## src/rtl/tug_game_ctrl.sv

```systemverilog
// tug_game_ctrl -- controller for a two-player tug-of-war light game.
// Synchronizes and edge-detects the player buttons, forwards presses to the
// light field as registered L/R/CE strobes, detects points when a press would
// push the light past an end, keeps score and declares the winner.
// Optional build macro: TUG_CPU_PLAYER_EN replaces the right button with an
// LFSR-driven computer player whose press rate is set by cpuLevel.
// game_state is a debug view of the controller state (PLAY=0, POINT=1,
// HOLD=2, OVER=3).
module tug_game_ctrl #(
   parameter int HOLDOFF_CYCLES = 8,
   parameter int WIN_SCORE      = 7
) (
   input  logic       clk,
   input  logic       reset,
   input  logic       keyL,
   input  logic       keyR,
   input  logic       leftEnd,
   input  logic       rightEnd,
   input  logic [2:0] cpuLevel,
   output logic       L,
   output logic       R,
   output logic       CE,
   output logic       fieldReset,
   output logic [2:0] scoreL,
   output logic [2:0] scoreR,
   output logic       winL,
   output logic       winR,
   output logic [1:0] game_state
);

   // Hold counter just wide enough for HOLDOFF_CYCLES-1.
   localparam int          CW        = (HOLDOFF_CYCLES > 2) ? $clog2(HOLDOFF_CYCLES) : 1;
   localparam logic [CW-1:0] HOLD_LOAD = CW'(HOLDOFF_CYCLES - 1);
   localparam logic [2:0]    WIN3      = 3'(WIN_SCORE);

   typedef enum logic [1:0] {PLAY, POINT, HOLD, OVER} state_t;

   state_t        state;
   logic [CW-1:0] hold_cnt;
   logic          start_pend;  // first cycle after reset: re-centre the field
   logic          left_won;    // winner of the point being scored

   logic l_s1, l_s2, l_prev;
   logic pulse_l, pulse_r;

   function automatic logic [2:0] sat_inc(input logic [2:0] v);
      return (v == 3'd7) ? v : v + 3'd1;
   endfunction

   // Left button: two-flop synchronizer plus one flop for rising-edge detection.
   always_ff @(posedge clk or posedge reset) begin
      if (reset) begin
         l_s1   <= 1'b0;
         l_s2   <= 1'b0;
         l_prev <= 1'b0;
      end else begin
         l_s1   <= keyL;
         l_s2   <= l_s1;
         l_prev <= l_s2;
      end
   end

   assign pulse_l = l_s2 & ~l_prev;

`ifdef TUG_CPU_PLAYER_EN
   logic [15:0] lfsr;
   logic        unused_keyr;

   // Free-running LFSR x^16+x^14+x^13+x^11+1 that drives the computer player.
   always_ff @(posedge clk or posedge reset) begin
      if (reset) begin
         lfsr <= 16'hACE1;
      end else begin
         lfsr <= {lfsr[14:0], lfsr[15] ^ lfsr[13] ^ lfsr[12] ^ lfsr[10]};
      end
   end

   // Computer press: already synchronous, so it enters after the edge detector.
   assign pulse_r     = (lfsr[15:13] < cpuLevel) && (lfsr[12:0] == 13'd0);
   assign unused_keyr = keyR;
`else
   logic r_s1, r_s2, r_prev;
   logic unused_cpu;

   // Right button: two-flop synchronizer plus one flop for rising-edge detection.
   always_ff @(posedge clk or posedge reset) begin
      if (reset) begin
         r_s1   <= 1'b0;
         r_s2   <= 1'b0;
         r_prev <= 1'b0;
      end else begin
         r_s1   <= keyR;
         r_s2   <= r_s1;
         r_prev <= r_s2;
      end
   end

   assign pulse_r    = r_s2 & ~r_prev;
   assign unused_cpu = ^cpuLevel;
`endif

   // Game FSM with registered field strobes, scores and win flags.
   always_ff @(posedge clk or posedge reset) begin
      if (reset) begin
         state      <= PLAY;
         hold_cnt   <= '0;
         start_pend <= 1'b1;
         left_won   <= 1'b0;
         scoreL     <= 3'd0;
         scoreR     <= 3'd0;
         winL       <= 1'b0;
         winR       <= 1'b0;
         L          <= 1'b0;
         R          <= 1'b0;
         CE         <= 1'b0;
         fieldReset <= 1'b0;
      end else begin
         // Strobes are single-cycle unless re-asserted below.
         L          <= 1'b0;
         R          <= 1'b0;
         CE         <= 1'b0;
         fieldReset <= 1'b0;
         start_pend <= 1'b0;
         case (state)
            PLAY: begin
               if (start_pend) begin
                  fieldReset <= 1'b1;
               end else if (pulse_l && !pulse_r && leftEnd) begin
                  // Left pushed the light off its end: point, press not forwarded.
                  scoreL     <= sat_inc(scoreL);
                  left_won   <= 1'b1;
                  fieldReset <= 1'b1;
                  state      <= POINT;
               end else if (pulse_r && !pulse_l && rightEnd) begin
                  scoreR     <= sat_inc(scoreR);
                  left_won   <= 1'b0;
                  fieldReset <= 1'b1;
                  state      <= POINT;
               end else if (pulse_l || pulse_r) begin
                  // Simultaneous presses go out together and cancel in the field.
                  CE <= 1'b1;
                  L  <= pulse_l;
                  R  <= pulse_r;
               end
            end
            POINT: begin
               if (left_won ? (scoreL == WIN3) : (scoreR == WIN3)) begin
                  state <= OVER;
                  if (left_won) winL <= 1'b1;
                  else          winR <= 1'b1;
               end else begin
                  state    <= HOLD;
                  hold_cnt <= HOLD_LOAD;
               end
            end
            HOLD: begin
               // Dead time after a point; presses are dropped, not queued.
               if (hold_cnt == '0) state <= PLAY;
               else                hold_cnt <= hold_cnt - CW'(1);
            end
            OVER: begin
               // Game finished; only reset leaves this state.
            end
            default: state <= PLAY;
         endcase
      end
   end

   assign game_state = state;

endmodule

```

## config.mk

```make
export PLATFORM = sky130hd
export DESIGN_NAME = tug_game_ctrl
export DESIGN_NICKNAME = d
export VERILOG_FILES = /design/src/rtl/tug_game_ctrl.sv
export SDC_FILE = /design/constraint.sdc
export NUM_CORES = 1
export LEC_CHECK = 0
export BUFFER_PORTS_ARGS = -buffer_cell sky130_fd_sc_hd__buf_2
export CAP_MARGIN = 30
export CORE_ASPECT_RATIO = 1.75
export CORE_UTILIZATION = 46
export DETAILED_ROUTE_END_ITERATION = 10
export HOLD_SLACK_MARGIN = 0.15
export PLACE_DENSITY = 0.72
export SLEW_MARGIN = 10
export SYNTH_ARGS = -nofsm -noshare
export SYNTH_HDL_FRONTEND = slang
export SYNTH_SLANG_ARGS = --single-unit
```

## constraint.sdc

```tcl
create_clock -name clk -period 1.6 [get_ports clk]
set_input_delay 0.24 -clock clk [delete_from_list [all_inputs] [get_ports clk]]
set_output_delay 0.24 -clock clk [all_outputs]
set_load 0.1 [all_outputs]
```

==> results.sh <==
export IMPL_numCtsBuffers=3
export IMPL_track_usage=0.1868
export IMPL_synth_largest_area_cell="dfrtp_1"
export IMPL_status="finished with violations"
export IMPL_synthTopCellsByArea="dfrtp_1 57%, ha_1 7.2%, mux2_4 2.9%"
export IMPL_crit_arrival_ps=1880
export IMPL_grt_first_pass_wirelength_mm=3.270
export IMPL_rsz0062_at_grt="true"
export IMPL_dp_cells=134
export IMPL_grt_pass1_vias=805
export IMPL_antennaDiodeCount=0
export IMPL_period_needed_ps=1681
export IMPL_fin_cells=143
export IMPL_antenna_found_initial=0
export IMPL_rows=22
export IMPL_ios=23
export IMPL_yosysWarnings=0
export IMPL_core_area_um2=2120
export IMPL_post_route_period_util=1.051
export IMPL_overflow=0
export IMPL_wl_mm=1.938
export IMPL_antenna_left=0
export IMPL_skew_ps=5.343
export IMPL_clock_fmax_mhz=594.9
export IMPL_cts_htree_levels=1
export IMPL_crit_type="register to register"
export IMPL_first_pass_iters=4
export IMPL_synth_most_common_cell="dfrtp_1"
export IMPL_syn_num_nets=93
export IMPL_dieArea_um2=2482
export IMPL_violations="setup timing"
export IMPL_numPortBuffers=19
export IMPL_synth_area_um2=1049
export IMPL_fin_nets=135
export IMPL_crit_chain="or3_4 > or3_4 > mux2_4"
export IMPL_path_common_cell="or3_4"
export IMPL_tritoncts="built"
export IMPL_hold_violations=0
export IMPL_avgSynthCellArea_um2=13.44
export IMPL_cts_buffer_depth=2
export IMPL_yosysTopAreaCellShare=0.5728
export IMPL_synth_edff_count=0
export IMPL_vias_per_cell=5.203
export IMPL_place_hpwl_mm=1.405
export IMPL_power_leakage_nw=0.7052
export IMPL_critPathMaxStageDelay_ps=500
export IMPL_drive_gt1_frac=0.5294
export IMPL_gp_congestion=0.7742
export IMPL_yosysUniqueCellTypes=30
export IMPL_cts_sinks=25
export IMPL_drc_errors=0
export IMPL_path_max_fanout=3
export IMPL_hold_class="input pin to register"
export IMPL_area_growth_pct=39.50
export IMPL_start_util=0.4947
export IMPL_wl_per_cell_um=13.55
export IMPL_cts_clk_slew_worst_paths_ps=130
export IMPL_cp_start_kind="register"
export IMPL_path_buf_inv=0
export IMPL_yosysSeqAreaShare=0.5979
export IMPL_ys_ff_latch=25
export IMPL_drv_slew=0
export IMPL_clockRootBuffer="clkbuf_4"
export IMPL_drv_cap=0
export IMPL_crit_family="simple AND/OR/NAND/NOR gates"
export IMPL_finalPower_mw=2.797
export IMPL_powerDensity_nw_per_um2=1913
export IMPL_max_vdd_ir_drop_uv=1496
export IMPL_vias=744
export IMPL_die_x_um=38.09
export IMPL_synthFlopType="dfrtp_1"
export IMPL_synthTopCellsByCount="24 x dfrtp_1, 6 x ha_1, 5 x inv_1, 4 x nand2b_1"
export IMPL_place_ws_ps=-123.3
export IMPL_grt_max_degree=26
export IMPL_synth_async_reset_ratio=1.000
export IMPL_synthCells=78
export IMPL_setup_violations=5
export IMPL_drt_iter0_drc=10
export IMPL_crit_path_top_delay_cell="dfrtp_4"
export IMPL_critPathCaptureType="register"
export IMPL_final_util=0.6901
export IMPL_timing_final_ws_setup_ps=-80.99
export IMPL_clkLatencyLatePin_ps=310
export IMPL_required_ps=1800
export IMPL_dieHeight_um=65.16
[worst min-delay path: stages]
cell and delay, ps:
buf_2 100, and2_1 150, nor3_1 60
[layer usage]
layer  routed length (µm)  share of wire  global-route usage  vias up
met5                    0              0                   0        -
met4                   20          0.010              0.1071        0
met3                   39          0.020             0.03378        2
met2                 1162           0.60              0.3347       10
met1                  715           0.37              0.1869      380
li1                     -              -                   -      352
[cell usage in the layout (no fill, tap or decap), drive strengths merged, types with 3 or more instances in the layout]
master       count
inv              5
o21ai            3
buf             34
nor2b            3
clkbuf           3
nand2b           4
a211oi           3
dfrtp           24
o22a             3
dlygate4sd3      4
ha               6
mux2             4
[stage by stage]
| stage | instance area [µm²] | hold WS [ps] | TNS [ps] |
|---|---|---|---|
| global route | 1463 | 249.9 | -505.2 |
| finish | 1463 | 259.5 | -321.2 |
| global placement | 1329 | 293.8 | -477.8 |
| CTS | 1436 | 245.7 | -506.8 |
| detailed placement | 1329 | 303.7 | -753.7 |
| floorplan | 1110 | 266.6 | -1735 |
[registers in the layout (all words and copies together), names as in the netlist, 2 cells and up]
| name | count |
|---|---|
| game_state | 2 |
| hold_cnt | 3 |
| scoreL | 3 |
| scoreR | 3 |
[repair_timing]
item	CTS	global route
hold buffers	4	0
pin swaps	5	5
buffers inserted	0	1
gates resized for setup	9	3
gates cloned	0	0
endpoints found under the setup margin	11	10
endpoints found under the hold margin	27	0
[worst paths after layout]
check,startpoint,to,slack (ps),depth (start not counted)
setup reg to reg,game_state[0]$_DFFE_PP0P_,scoreL[2]$_DFFE_PP0P_,-80,3
hold / removal,rightEnd,R$_DFF_PP0_,260,3
hold reg to reg,l_s1$_DFF_PP0_,l_s2$_DFF_PP0_,370,0
min in group asynchronous,reset,r_s1$_DFF_PP0_,510,4
setup / recovery,game_state[0]$_DFFE_PP0P_,scoreL[2]$_DFFE_PP0P_,-80,3
max in group asynchronous,reset,start_pend$_DFF_PP1_,800,4
[cells by family after synthesis]
family,synth area share
mux,0.05012
compound gates,0.1038
other cells,0.003577
flops,0.5979
simple gates,0.1193
buf+inv,0.02864
fa+ha+maj,0.07160
xor+xnor,0.02506
[layout make-up]
| class | instances | area [µm²] |
|---|---|---|
| fillers | 154 | 656.9 |
| clock inverters | 1 | 5.005 |
| clock buffers | 3 | 22.52 |
| repair buffers | 38 | 255.2 |
| well taps | 24 | 30.03 |
| inverters | 5 | 18.77 |
| flip-flops and latches | 25 | 651.9 |
| multi-input cells | 47 | 479.2 |
[report_power, final]
group	switching, mW	internal [mW]	leakage [nW]
clock	0.175	0.0932	0.0177
combinational	1.07	0.484	0.387
sequential	0.136	0.839	0.300
(Power assumes the default switching activity.)
